`src/rtl/memstage.sv`:
```
// -----------------------------------------------------------------------------
// memstage -- MEM-stage data-memory access unit of the pipelined LEGv8 core.
//
// Takes the EX/MEM register outputs and performs at most one load or store per
// instruction over a variable-latency req/ack data-memory port. While the
// access is outstanding, stall freezes PC, IF/ID, ID/EX and EX/MEM. Load data
// is aligned to bit 0 and sign- or zero-extended before MEM/WB captures it.
//
// Parameters
//   WORDSIZE     datapath width, must be 64 (8 byte lanes)
//   REGADDRSIZE  destination register address width
//   TIMEOUT      cycles spent in REQ before the access is aborted (1..255)
//
// Ports
//   clk, rst_n    rising-edge clock, asynchronous active-low reset
//   i_nopin       EX/MEM bubble flag; the instruction is void
//   i_memread     load requested
//   i_memwrite    store requested (wins when both are set)
//   i_size        00=byte 01=half 10=word 11=dword
//   i_signext     sign-extend load result
//   i_addr        effective address
//   i_wdata       store data
//   i_rdin        destination register, passed straight to o_rdout
//   o_dreq        memory request, held until ack or timeout
//   o_dwe         1=write 0=read, valid with o_dreq
//   o_daddr       doubleword-aligned address
//   o_dwdata      store data shifted onto its byte lanes
//   o_dbe         byte enables
//   i_dack        memory completion pulse
//   i_drdata      read data, valid with i_dack
//   o_stall       freeze upstream pipeline (combinational)
//   o_loaddata    extracted load result, valid in DONE
//   o_fault       access aborted (timeout or misaligned), valid in DONE
//   o_rdout       i_rdin, combinational
//
// Build option
//   MEMSTAGE_ALIGNCHECK_EN  when defined, a half/word/dword access whose
//                           address is not a multiple of its size issues no
//                           request and completes with a fault after a single
//                           stall cycle. When undefined, misaligned accesses
//                           proceed with byte enables truncated at lane 7.
// -----------------------------------------------------------------------------
module memstage #(
  parameter int WORDSIZE    = 64,
  parameter int REGADDRSIZE = 5,
  parameter int TIMEOUT     = 255
) (
  input  logic                   clk,
  input  logic                   rst_n,
  input  logic                   i_nopin,
  input  logic                   i_memread,
  input  logic                   i_memwrite,
  input  logic [1:0]             i_size,
  input  logic                   i_signext,
  input  logic [WORDSIZE-1:0]    i_addr,
  input  logic [WORDSIZE-1:0]    i_wdata,
  input  logic [REGADDRSIZE-1:0] i_rdin,
  output logic                   o_dreq,
  output logic                   o_dwe,
  output logic [WORDSIZE-1:0]    o_daddr,
  output logic [WORDSIZE-1:0]    o_dwdata,
  output logic [7:0]             o_dbe,
  input  logic                   i_dack,
  input  logic [WORDSIZE-1:0]    i_drdata,
  output logic                   o_stall,
  output logic [WORDSIZE-1:0]    o_loaddata,
  output logic                   o_fault,
  output logic [REGADDRSIZE-1:0] o_rdout
);

  localparam logic [7:0] TIMEOUT_LAST = 8'(TIMEOUT - 1);

  typedef enum logic [1:0] {
    ST_IDLE = 2'd0,
    ST_REQ  = 2'd1,
    ST_DONE = 2'd2
  } state_t;

  // ---------------------------------------------------------------------------
  // State and registered outputs
  // ---------------------------------------------------------------------------
  state_t               r_state;
  logic                 r_dreq;
  logic                 r_dwe;
  logic [WORDSIZE-1:0]  r_daddr;
  logic [WORDSIZE-1:0]  r_dwdata;
  logic [7:0]           r_dbe;
  logic [WORDSIZE-1:0]  r_loaddata;
  logic                 r_fault;
  logic [7:0]           r_count;
  logic [1:0]           r_size;
  logic                 r_signext;
  logic [2:0]           r_lane;

  state_t               w_state_next;
  logic                 w_dreq_next;
  logic                 w_dwe_next;
  logic [WORDSIZE-1:0]  w_daddr_next;
  logic [WORDSIZE-1:0]  w_dwdata_next;
  logic [7:0]           w_dbe_next;
  logic [WORDSIZE-1:0]  w_loaddata_next;
  logic                 w_fault_next;
  logic [7:0]           w_count_next;
  logic [1:0]           w_size_next;
  logic                 w_signext_next;
  logic [2:0]           w_lane_next;

  // ---------------------------------------------------------------------------
  // Request decode and byte-lane steering from the EX/MEM inputs
  // ---------------------------------------------------------------------------
  logic                 w_op;
  logic [2:0]           w_lane_in;
  logic [7:0]           w_size_mask;
  logic [15:0]          w_be_wide;
  logic [7:0]           w_be_in;
  logic [WORDSIZE-1:0]  w_wdata_lane;
  logic                 w_misaligned;

  // A bubble never touches memory; a read+write combination is a store.
  assign w_op      = (i_memread | i_memwrite) & ~i_nopin;
  assign w_lane_in = i_addr[2:0];

  always_comb begin
    w_size_mask = 8'h01;
    case (i_size)
      2'b00:   w_size_mask = 8'h01;
      2'b01:   w_size_mask = 8'h03;
      2'b10:   w_size_mask = 8'h0F;
      default: w_size_mask = 8'hFF;
    endcase
  end

  // Shift into a 16-bit field so that lanes past 7 fall off the top instead of
  // wrapping around; only the low byte is used.
  assign w_be_wide    = {8'h00, w_size_mask} << w_lane_in;
  assign w_be_in      = w_be_wide[7:0];
  assign w_wdata_lane = i_wdata << {w_lane_in, 3'b000};

`ifdef MEMSTAGE_ALIGNCHECK_EN
  always_comb begin
    w_misaligned = 1'b0;
    case (i_size)
      2'b01:   w_misaligned = w_lane_in[0];
      2'b10:   w_misaligned = |w_lane_in[1:0];
      2'b11:   w_misaligned = |w_lane_in;
      default: w_misaligned = 1'b0;
    endcase
  end
`else
  assign w_misaligned = 1'b0;
`endif

  // ---------------------------------------------------------------------------
  // Load extraction: bring the addressed lane down to bit 0, then keep only the
  // access size and extend. Uses the lane/size latched at request time so the
  // upstream registers may change freely while memory answers.
  // ---------------------------------------------------------------------------
  logic [WORDSIZE-1:0]  w_rd_shifted;
  logic [WORDSIZE-1:0]  w_load_ext;

  assign w_rd_shifted = i_drdata >> {r_lane, 3'b000};

  always_comb begin
    w_load_ext = w_rd_shifted;
    case (r_size)
      2'b00: w_load_ext = {{(WORDSIZE-8){r_signext & w_rd_shifted[7]}},
                           w_rd_shifted[7:0]};
      2'b01: w_load_ext = {{(WORDSIZE-16){r_signext & w_rd_shifted[15]}},
                           w_rd_shifted[15:0]};
      2'b10: w_load_ext = {{(WORDSIZE-32){r_signext & w_rd_shifted[31]}},
                           w_rd_shifted[31:0]};
      default: w_load_ext = w_rd_shifted;
    endcase
  end

  // ---------------------------------------------------------------------------
  // Next-state and next-output logic
  // ---------------------------------------------------------------------------
  always_comb begin
    w_state_next    = r_state;
    w_dreq_next     = r_dreq;
    w_dwe_next      = r_dwe;
    w_daddr_next    = r_daddr;
    w_dwdata_next   = r_dwdata;
    w_dbe_next      = r_dbe;
    w_loaddata_next = r_loaddata;
    w_fault_next    = r_fault;
    w_count_next    = r_count;
    w_size_next     = r_size;
    w_signext_next  = r_signext;
    w_lane_next     = r_lane;

    case (r_state)
      ST_IDLE: begin
        if (w_op) begin
          w_dwe_next     = i_memwrite;
          w_daddr_next   = {i_addr[WORDSIZE-1:3], 3'b000};
          w_dwdata_next  = w_wdata_lane;
          w_dbe_next     = w_be_in;
          w_size_next    = i_size;
          w_signext_next = i_signext;
          w_lane_next    = w_lane_in;
          w_count_next   = 8'd0;
          if (w_misaligned) begin
            // Rejected before reaching the bus: report in DONE next cycle.
            w_dreq_next     = 1'b0;
            w_loaddata_next = '0;
            w_fault_next    = 1'b1;
            w_state_next    = ST_DONE;
          end else begin
            w_dreq_next  = 1'b1;
            w_state_next = ST_REQ;
          end
        end
      end

      ST_REQ: begin
        // Ack wins over timeout when both land on the final allowed cycle.
        if (i_dack) begin
          w_dreq_next = 1'b0;
          if (!r_dwe) begin
            w_loaddata_next = w_load_ext;
          end
          w_state_next = ST_DONE;
        end else if (r_count == TIMEOUT_LAST) begin
          w_dreq_next     = 1'b0;
          w_loaddata_next = '0;
          w_fault_next    = 1'b1;
          w_state_next    = ST_DONE;
        end else begin
          w_count_next = r_count + 8'd1;
        end
      end

      ST_DONE: begin
        // MEM/WB captures loaddata/fault on this edge; the fault flag must not
        // leak into the next instruction.
        w_fault_next = 1'b0;
        w_state_next = ST_IDLE;
      end

      default: begin
        w_state_next = ST_IDLE;
        w_dreq_next  = 1'b0;
        w_fault_next = 1'b0;
      end
    endcase
  end

  // ---------------------------------------------------------------------------
  // State register
  // ---------------------------------------------------------------------------
  always_ff @(posedge clk or negedge rst_n) begin
    if (!rst_n) begin
      r_state    <= ST_IDLE;
      r_dreq     <= 1'b0;
      r_dwe      <= 1'b0;
      r_daddr    <= '0;
      r_dwdata   <= '0;
      r_dbe      <= 8'h00;
      r_loaddata <= '0;
      r_fault    <= 1'b0;
      r_count    <= 8'd0;
      r_size     <= 2'b00;
      r_signext  <= 1'b0;
      r_lane     <= 3'd0;
    end else begin
      r_state    <= w_state_next;
      r_dreq     <= w_dreq_next;
      r_dwe      <= w_dwe_next;
      r_daddr    <= w_daddr_next;
      r_dwdata   <= w_dwdata_next;
      r_dbe      <= w_dbe_next;
      r_loaddata <= w_loaddata_next;
      r_fault    <= w_fault_next;
      r_count    <= w_count_next;
      r_size     <= w_size_next;
      r_signext  <= w_signext_next;
      r_lane     <= w_lane_next;
    end
  end

  // ---------------------------------------------------------------------------
  // Outputs
  // ---------------------------------------------------------------------------
  // Stall rises in the same cycle the instruction arrives so EX/MEM holds it
  // while the request is being issued. It is forced low during reset so the
  // pipeline is not frozen by a stage that is being cleared.
  assign o_stall = rst_n & (((r_state == ST_IDLE) & w_op) | (r_state == ST_REQ));

  assign o_dreq     = r_dreq;
  assign o_dwe      = r_dwe;
  assign o_daddr    = r_daddr;
  assign o_dwdata   = r_dwdata;
  assign o_dbe      = r_dbe;
  assign o_loaddata = r_loaddata;
  assign o_fault    = r_fault;
  assign o_rdout    = i_rdin;

endmodule
```
`config.mk`:
```
export PLATFORM = sky130hd
export DESIGN_NAME = memstage
export DESIGN_NICKNAME = d
export VERILOG_FILES = /design/src/rtl/memstage.sv
export SDC_FILE = /design/constraint.sdc
export NUM_CORES = 1
export LEC_CHECK = 0
export BUFFER_PORTS_ARGS = -buffer_cell sky130_fd_sc_hd__buf_2
export CORE_MARGIN = 10
export CORE_UTILIZATION = 31
export CTS_CLUSTER_SIZE = 40
export DETAILED_ROUTE_END_ITERATION = 10
export GPL_TIMING_DRIVEN = 0
export SLEW_MARGIN = 10
export SYNTH_ARGS = -nofsm -noshare
export SYNTH_HDL_FRONTEND = slang
export SYNTH_SLANG_ARGS = --single-unit
```
`constraint.sdc`:
```
create_clock -name clk -period 4.3 [get_ports clk]
set_clock_uncertainty 0.2 [all_clocks]
set_input_delay 0.43 -clock clk [delete_from_list [all_inputs] [get_ports clk]]
set_output_delay 0.43 -clock clk [all_outputs]
set_load 0.01 [all_outputs]
```
# == Yosys cells after proc, flatten, opt, wreduce, memory -nomap -nowiden ==
# Cells that the tools add are included.
# word_totals
in_bits,206
out_inout_bits,209
regBits,216
word_cells,71
# classes
n_eq_ne,13
muxes,20
addsub,1
bitwise,11
n_shift,3
reduce_logical,11
# op_table
cell,n
two-way mux 64 bit,3
one-hot mux 64 bit (3 select lines),1
<< shifter 64 x 6 -> 64 bit,1
right shift 64 x 6 -> 64 bit,1
two-way mux 8 bit,3
one-hot mux 8 bit (3 select lines),1
one-hot mux 8 bit (2 select lines),1
!= test 2 bit (second input constant),5
AND reduction 3 bit,3
adder 8 x 1 -> 8 bit (second input constant),1
== test 8 bit (second input constant),1
<< shifter 8 x 3 -> 8 bit,1
bitwise AND 1 bit,6
== test 2 x 1 -> 1 bit (second input constant),3
== test 2 bit (second input constant),3
logical NOT 2 bit,3
two-way mux 2 bit,3
two-way mux 1 bit,5
one-hot mux 2 bit (2 select lines),1
AND reduction 2 bit,2
AND reduction 4 bit,1
nonzero test 2 bit,2
!= test 3 bit (second input constant),1
inverter 1 bit,3
other kinds (3),4

# == Depth between registers and ports, before layout ==
# Gate-level depths: netlist (run 1).
# logic_depth
ltp_word,5
ltp_mapped,9
ltp_nobuf,7

# == Least setup slack after synthesis (run 1) ==
# OpenSTA, ideal clock, no wires.
# synth_path
kind,register to register
start,register r_lane[0]
end,"register r_loaddata[33], in the netlist o_loaddata[33]"
stages_incl_launch_ff,8
setup_time_ns,0.121
slack_ns,2.148
period_less_slack_ns,2.152
required_ns,3.979
arrival_ns,1.831
n_path_buf,2
path_cell_list,dfrtp_1 -> buf_6 -> mux2_4 -> mux4_2 -> nand3_2 -> nand4_4 -> buf_6 -> a22o_1
# synth_via
elab_chain_len,5
word_cells_on_any_way,7
classes_between,shift (1); mux (3); bitwise (3)
# synth_lines
element,line,source
"start, declared",93,logic [2:0] r_lane;
"start signal, assigned",279,r_lane <= w_lane_next;
right shift 64 x 6 -> 64 bit (*),161,"assign w_rd_shifted = i_drdata >> {r_lane, 3'b000};"
bitwise AND 1 bit (on tied branches),"170, 166, 168",
one-hot mux 64 bit (3 select lines) (*),165,case (r_size)
two-way mux 64 bit (*),221,if (!r_dwe) begin
two-way mux 64 bit (*),219,if (i_dack) begin
"end signal, assigned",274,r_loaddata <= w_loaddata_next;
"end, declared",88,logic [WORDSIZE-1:0] r_loaddata;
# Mark *: on every way between the ends. The rest lies on a longest branch, timed or not. The select of a mux whose other input is x is not followed.
# A chain may end at the register's enable or synchronous reset.

# == Final worst setup path (run 1) ==
# layout_path
start,input i_memwrite
end,"register r_dbe[5], in the netlist o_dbe[5]"
# layout_via
elab_chain_len,3
# layout_lines
element,line,source
"start, declared",52,"input logic i_memwrite,"
bitwise OR 1 bit,120,assign w_op = (i_memread | i_memwrite) & ~i_nopin;
bitwise AND 1 bit,120,
AND reduction 2 bit (no line),-,
"end signal, assigned",273,r_dbe <= w_dbe_next;
"end, declared",87,logic [7:0] r_dbe;
# Every way passes these cells.

==> out/summary.txt, run 1 <==
HPWL Detailed = 40000 um
DRT iter0 DRCs = 783
PD cells = 575 nW/um^2
Clock share of power = 25.0%
Post-Syn Area = 11600 um^2
Post-synth cell types = 57
Crit Path Category = primary input to flip-flop
Max cap viols = 0
Post-CTS setup buffer count = 0
Global-route wire length before repair = 75300 um
Static Leak = 8.06 nW
Critical Path RT = 4570 ps
CTS root buf = clkbuf_16
Largest net degree at the start of global routing = 108
Max Fclk = 343 MHz
EDFF count, synth = 0
Final nets = 1929
Top cells by count, synth = nand2_1 (292), dfrtp_1 (216), o21ai_0 (87)
Remaining DRCs = 0
Synthesized area per cell = 9.59 um^2
Sum Neg Setup Slack = 0 ps
Placed Area = 14300 um^2
Internal power = 5.61 mW
Finished Core Util = 43.3%
DRT Pass-1 Iters = 5
Ys Warns = 0
CTS buffer count = 27
Seq pwr share = 34.4%
Status = finished, final reports clean
Clk sinks = 216
Setup ws final = 1380 ps
Hold Fails Final Rpt = 0
Initial antenna violation count = 5
Port-buffer cells = 403
Die height = 213 um
Seq/Total Area, Yosys = 46.6%
Final period utilization = 67.8%
DR WL/cell = 23.1 um
Layout area overhead = 37.4%
Ys flop type = dfrtp_1
Minimum clock period after layout = 2920 ps
All-Layer GR Usage = 21.5%
Hold crit path type = primary input to flip-flop
CTS tree = done
Share of post-route cells with drive strength above 1 = 32.2%
Ports = 415
Synth top area share = 46.6%
Total congestion overflow = 0
Number of global-route vias before repair = 11900
Clk_lat worst skew = 560 ps
Cts hold-fix bufs = 75
Die ar. = 45600 um^2
Setup Viol. Count Final = 0
Routed WL = 51100 um
Initial Utilization = 31.5%
CORE AREA = 36800 um^2
Die X = 213 um
Top-count cell post-synth = nand2_1
Place WS = 1270 ps
Max Root-Sink Buffers = 3
Worst slew pin tran = 1040 ps
Rel. slew slack = 29.6%
Worst Path Max Fanout = 10
Mapped Cells = 1210
Vias = 11500
CP arrival = 3190 ps
Sw Ratio = 38.8%
Clk slew on worst S/H paths = 60 ps
Htree depth = 1
Num rows = 70
Worst IR Drop VDD = 0.309 mV
Area contributors post-synth = dfrtp_1 (47%), nand2_1 (9.4%), mux2i_1 (7.2%), mux4_2 (4.9%), a22o_1 (4.4%)
Final slew viol count = 0
Post-synth ARST share = 100%
Via-per-instance ratio = 5.20
RSZ-0062 raised after global routing = false
Crit. End Element = flip-flop
Switching power = 3.56 mW
Combinational power share = 40.6%
Seq cells post-synth = 216
Startpoint Class = primary input
# resized after CTS = 0
Post-route cell area = 15900 um^2
Leading area contributor after synthesis = dfrtp_1
Antenna Violating Nets Remaining = 0
GPL Wtd Cong = 0.964
[final timing paths]
| kind | from | endpoint | slack (ps) | depth (start not counted) |
|---|---|---|---|---|
| max in group asynchronous | rst_n | o_daddr[42] | 2860 | 3 |
| max reg2reg | r_state[1] | o_dbe[2] | 1480 | 6 |
| min | i_size[1] | r_size[1] | 60 | 3 |
| min in group asynchronous | rst_n | o_loaddata[1] | 160 | 2 |
| max | i_memwrite | o_dbe[5] | 1380 | 9 |
| min reg2reg | o_daddr[3] | o_daddr[3] | 270 | 2 |
[state kept, by name, summed over array words and instances (netlist names)]
name and count:
o_dwdata 64, o_loaddata 64, o_daddr 61, o_dbe 8, r_count 8, r_lane 3, r_size 2, r_state 2
o_dreq 1, o_dwe 1, o_fault 1, r_signext 1
[kinds of logic after synthesis]
group / after synthesis / synth area share [%]
flops: 216 / 46.6
other cells: 1 / 0.0323
mux: 146 / 15.8
buf+inv: 112 / 4.61
simple gates: 422 / 15.0
fa+ha+maj: 2 / 0.216
compound gates: 305 / 17.3
xor+xnor: 6 / 0.453
[stage by stage]
stage	instances	hold WS (ps)	total power [mW]
after floorplan	1212	-65.6	5.17
after detailed placement	2085	153	6.85
after global routing	2212	86.5	9.69
after global placement	2083	252	6.81
after CTS	2210	25.0	9.25
final	2212	57.8	9.16
[cells in the final DEF, fill, tap and decap left out, drive strengths merged, types with 10 or more instances in the layout]
master,n
a211oi,30
a21oi,62
a22o,58
a22oi,23
buf,454
clkbuf,94
dfrtp,216
dlygate4sd3,75
mux2,38
mux2i,83
mux4,25
nand2,292
nand3,10
nor2,84
nor2b,13
o21a,12
o21ai,89
[worst max-delay path, stage by stage]
cell and delay (ps):
dlygate4sd3_1 540, buf_2 140, nor2_1 230, or4_1 210, buf_2 260, clkbuf_1 530
clkbuf_1 600, nand2_1 140, o31ai_1 90
[routing by layer]
metal | track usage (%) | wire length (um) | part of all wire (%)
met1 | 26.7 | 20700 | 40
met2 | 36.4 | 24500 | 48
met3 | 5.97 | 4620 | 9.0
met4 | 5.30 | 1260 | 2.5
met5 | 0 | 36 | 0.070
[power groups by stage]
stage	Combinational (mW)	Sequential (mW)	Clock, mW
finish	3.72	3.15	2.29
global route	4.04	3.23	2.42
global placement	3.66	3.15	0
CTS	3.75	3.15	2.35
floorplan	1.76	3.41	0
detailed placement	3.68	3.16	0
[area by class of cell]
cell class / instances / area (um^2)
clock inverter: 12 / 111
multi-input combinational: 884 / 5670
antenna: 2 / 5.00
tap: 468 / 586
fill: 3606 / 20800
clock buffer: 38 / 797
sequential: 216 / 5410
inverter: 7 / 26.3
timing repair buffer: 480 / 2830
buffer: 105 / 508
Note: power is estimated with default switching activity, not from simulation.
==> run 2, diff against run 1 <==
Clock period 4.3 ns to 2.5 ns, I/O delays scaled along.
==> out/summary.txt, run 2 (synthesized netlist as in run 1, its figures left out) <==
Status = finished, final reports clean
Routed WL = 51800 um
Minimum clock period after layout = 2400 ps
Setup Viol. Count Final = 0
Most frequent cells in the layout = buf_2 (423), nand2_1 (292), dfrtp_1 (215)
HPWL Detailed = 40000 um
Initial Utilization = 31.5%
Rel. slew slack = 41.8%
Startpoint Class = flip-flop
Sequential cell area = 5410 um^2
All-Layer GR Usage = 21.8%
Worst IR Drop VDD = 0.541 mV
Place WS = -375 ps
Commonest non-fill, non-tap cell in the layout = buf_2
CP arrival = 2610 ps
Global-route wire length before repair = 76400 um
Max Root-Sink Buffers = 3
Crit Path Category = flip-flop to flip-flop
Hold crit path type = primary input to flip-flop
Finished Layout Cells = 2240
Number of global-route vias before repair = 12100
Hold Fails Final Rpt = 0
Fill cells = 3560
Remaining DRCs = 0
GR peak layer = met2
Post-route cell area = 16400 um^2
Worst reg2reg setup slack = 100 ps
Reg2Reg Depth = 7
CTS buffer count = 27
Die ar. = 45600 um^2
Worst r2r src = r_lane[0]
Worst slew pin tran = 872 ps
Final period utilization = 95.9%
Max Fclk = 417 MHz
Final slew viol count = 0
Layout area overhead = 41.0%
DR WL/cell = 23.1 um
Port-buffer cells = 403
Grt met1 use = 26.9%
Area occupied by multi-input gates = 5760 um^2
Via-per-instance ratio = 5.21
Clk_lat worst skew = 560 ps
Total congestion overflow = 0
PD cells = 972 nW/um^2
Clk slew on worst S/H paths = 70 ps
Critical Path Sink = o_loaddata[31]
Ports = 415
Max cap viols = 0
Reg2Reg Capture Point = o_loaddata[31]
Num rows = 70
Htree depth = 1
Critical Path RT = 2720 ps
Share of post-route cells with drive strength above 1 = 33.6%
Worst setup path start = r_lane[0]
CTS tree = done
DRT iter0 DRCs = 856
CTS root buf = clkbuf_16
Antenna Violating Nets Remaining = 0
Initial antenna violation count = 4
GPL Wtd Cong = 0.964
Met3 usage in global routing = 6.13%
Met2 GRT Util = 36.9%
Clk sinks = 216
DRT Pass-1 Iters = 5
Static Leak = 8.24 nW
Slowest stage cell, crit path = mux4_2
Vias = 11700
Setup ws final = 103 ps
Worst path max stage delay = 510 ps
Crit-path cells = buf_6, mux2_4, mux4_2, nand3_2, and2_4, buf_2, o21ai_0
Final nets = 1957
CORE AREA = 36800 um^2
Placed Area = 14300 um^2
Pwr Total = 15.9 mW
Largest net degree at the start of global routing = 108
Worst Path Max Fanout = 10
Die height = 213 um
Die X = 213 um
DP Cell Count = 2085
Crit. End Element = flip-flop
## run 2: cell count changes in the layout (fill, tap and decap cells not counted), sizes merged
cell,previous run,this run
dlygate4sd3,75,101
nor2,84,85
clkinv,8,7
clkinvlp,3,5
clkbuf,94,95
inv,7,6
## run 2: layer usage
metal	share of wire (%)	wire length [um]
met1	40	20800
met2	48	25000
met3	9.1	4700
met4	2.5	1290
met5	0.044	23
## run 2: stage by stage
step | utilization, % | TNS (ps) | hold WS, ps
after floorplan | - | 0 | -246
after global placement | 38.6 | -664790 | 240
after detailed placement | 38.8 | -38350 | -26.8
after CTS | 44.2 | 0 | 0.0175
after global routing | 44.5 | -11.0 | 27.5
final | 44.5 | 0 | 11.8
## run 2: how the worst min path moves through the flow
| stage | depth (start not counted) | start | to | slack, ps |
|---|---|---|---|---|
| 6_report | 4 | i_drdata[6] | o_loaddata[6] | 10 |
| 5_1_grt | 5 | i_wdata[30] | o_dwdata[38] | 30 |
| 4_1_cts | 4 | i_drdata[2] | o_loaddata[2] | 0.02 |
| 3_5_place_dp | 1 | rst_n | o_loaddata[1] | -30 |
| 3_3_place_gp | 3 | i_addr[21] | o_daddr[21] | 240 |
| 2_1_floorplan | 0 | rst_n | o_daddr[10] | -250 |
## run 2: timing repair
action | CTS | global route
setup buffers | 0 | 1
hold buffers | 102 | 0
pin swaps | 0 | 2
resized for setup | 16 | 33
hold endpoints to repair | 322 | 0
endpoints found under the setup margin | 174 | 118
cloned | 0 | 1
## run 2: final cells by class
class / instances / area share (%)
sequential: 216 / 33.1
timing repair buffer: 508 / 19.1
inverter: 7 / 0.207
buffer: 104 / 3.31
multi-input combinational: 885 / 35.2
clock buffer: 38 / 4.87
clock inverter: 12 / 0.681
antenna: 2 / 0.0306
tap: 468 / 3.58
## run 2: report_power, final
| part | internal, mW | switching [mW] | total, mW |
|---|---|---|---|
| Clock | 2.33 | 1.62 | 3.95 |
| Sequential | 4.67 | 0.767 | 5.44 |
| Combinational | 2.73 | 3.79 | 6.52 |
| Total | 9.73 | 6.17 | 15.9 |
## run 2: worst max-delay path, delay by kind of cell (launching register included)
family,cells,cell delay (ps)
mux,2,830
flops,1,380
simple gates,2,370
buf+inv,2,360
compound gates,1,110
==> run 3, diff against run 2 <==
Settings changed: CELL_PAD_IN_SITES_DETAIL_PLACEMENT set to 0, CELL_PAD_IN_SITES_GLOBAL_PLACEMENT set to 2, CORE_UTILIZATION 31 to 27, PLACE_DENSITY_LB_ADDON set to 0.1.
==> out/summary.txt, run 3 (synthesized netlist as in run 1, its figures left out) <==
Worst setup path start = r_lane[0]
Setup ws final = 72.5 ps
Finished Core Util = 39.6%
Status = finished with violations
Max Fclk = 412 MHz
Total congestion overflow = 0
Hold crit path type = primary input to async pin
Number of global-route vias before repair = 12200
Minimum clock period after layout = 2430 ps
Static Leak = 8.35 nW
Die ar. = 51700 um^2
Routed WL = 54800 um
Crit Path Category = flip-flop to flip-flop
CTS buffer count = 29
Failing checks = hold timing
Share of post-route cells with drive strength above 1 = 33.7%
Commonest non-fill, non-tap cell in the layout = buf_2
Sequential cell area = 5410 um^2
Clk sinks = 216
Startpoint Class = flip-flop
Fill cells = 4400
Port-buffer cells = 403
DRT Pass-1 Iters = 5
Final slew viol count = 0
Antenna Violating Nets Remaining = 0
Worst IR Drop VDD = 0.529 mV
Worst Path Max Fanout = 10
Rel. slew slack = 40.9%
Worst reg2reg setup slack = 70 ps
Vias = 11400
Remaining DRCs = 0
PD cells = 980 nW/um^2
Worst slew pin tran = 886 ps
Most frequent cells in the layout = buf_2 (425), nand2_1 (292), dfrtp_1 (215)
Max cap viols = 0
DR WL/cell = 23.5 um
GPL Wtd Cong = 0.912
Layout area overhead = 44.1%
Worst r2r src = r_lane[0]
CTS root buf = clkbuf_16
Area occupied by multi-input gates = 5790 um^2
RSZ-0062 raised after global routing = true
Reg2Reg Depth = 9
Via-per-instance ratio = 4.90
Ports = 415
Die height = 227 um
Worst hold slack = -591 ps
Largest net degree at the start of global routing = 76
Htree depth = 1
Final period utilization = 97.1%
Hold Fails Final Rpt = 142
Clk slew on worst S/H paths = 60 ps
Num rows = 75
Final nets = 1969
Die X = 227 um
Setup Viol. Count Final = 0
CORE AREA = 42200 um^2
Clk_lat worst skew = 570 ps
Reg2Reg Capture Point = o_loaddata[43]
Crit. End Element = flip-flop
Max Root-Sink Buffers = 3
Global-route wire length before repair = 80500 um
Initial antenna violation count = 9
HPWL Detailed = 43000 um
DRT iter0 DRCs = 569
All-Layer GR Usage = 20.6%
CP arrival = 2680 ps
Initial Utilization = 27.5%
CTS tree = done
Critical Path RT = 2750 ps
Place WS = -661 ps
run 3: final cells by class:
class                           count  share of cell area [%]
Clock buffer                       45                    5.24
Tap cell                          539                    4.04
Clock inverter                      9                   0.779
Multi-Input combinational cell    884                    34.6
Sequential cell                   216                    32.4
Antenna cell                        4                  0.0599
Buffer                            104                    3.30
Timing Repair Buffer              519                    19.4
Inverter                            7                   0.187
run 3: power breakdown:
group	total (mW)	switching (mW)	leakage (nW)	internal, mW
combinational	6.59	3.83	5.10	2.76
sequential	5.39	0.720	2.76	4.67
clock	4.39	1.68	0.494	2.70
run 3: how the worst max path moves through the flow:
stage / endpoint / cells past startpoint / slack, ps
floorplan: o_loaddata[62] / 7 / 350
global placement: o_daddr[42] / 1 / -3290
detailed placement: o_daddr[40] / 5 / -660
CTS: o_daddr[29] / 5 / -80
global route: o_dwdata[38] / 6 / -1
finish: o_loaddata[43] / 9 / 70
run 3: timing repair:
item / CTS / global route
pin swaps: 1 / 0
hold buffers: 112 / 1
endpoints found under the hold margin: 203 / 77
endpoints found under the setup margin: 201 / 171
setup buffers: 1 / 0
resized for setup: 23 / 42
run 3: metal layers:
metal	track usage, %	part of all wire [%]	vias up
li1	-	-	5403
met1	24.6	41	5536
met4	7.05	3.5	10
met2	35.3	49	355
met5	0	0.11	-
met3	5.39	7.0	89
run 3: critical path: stages, from the launching register on:
cell and delay (ps):
dfrtp_1 340, buf_6 140, buf_6 170, buf_6 200
buf_6 220, mux2i_2 450, nor2_1 80, a211oi_1 230
nor2_1 80, a22o_1 210
run 3: metrics by stage:
stage | setup TNS, ps | area [um^2] | hold slack, ps | instances | total power [mW]
2_1_floorplan | 0 | 11600 | -246 | 1212 | 8.89
3_3_place_gp | -754010 | 14300 | 240 | 2154 | 11.9
3_5_place_dp | -53080 | 14400 | 44.1 | 2156 | 11.9
4_1_cts | -2560 | 16600 | -565 | 2323 | 16.6
5_1_grt | -1.65 | 16700 | -548 | 2324 | 17.4
6_report | 0 | 16700 | -591 | 2327 | 16.4
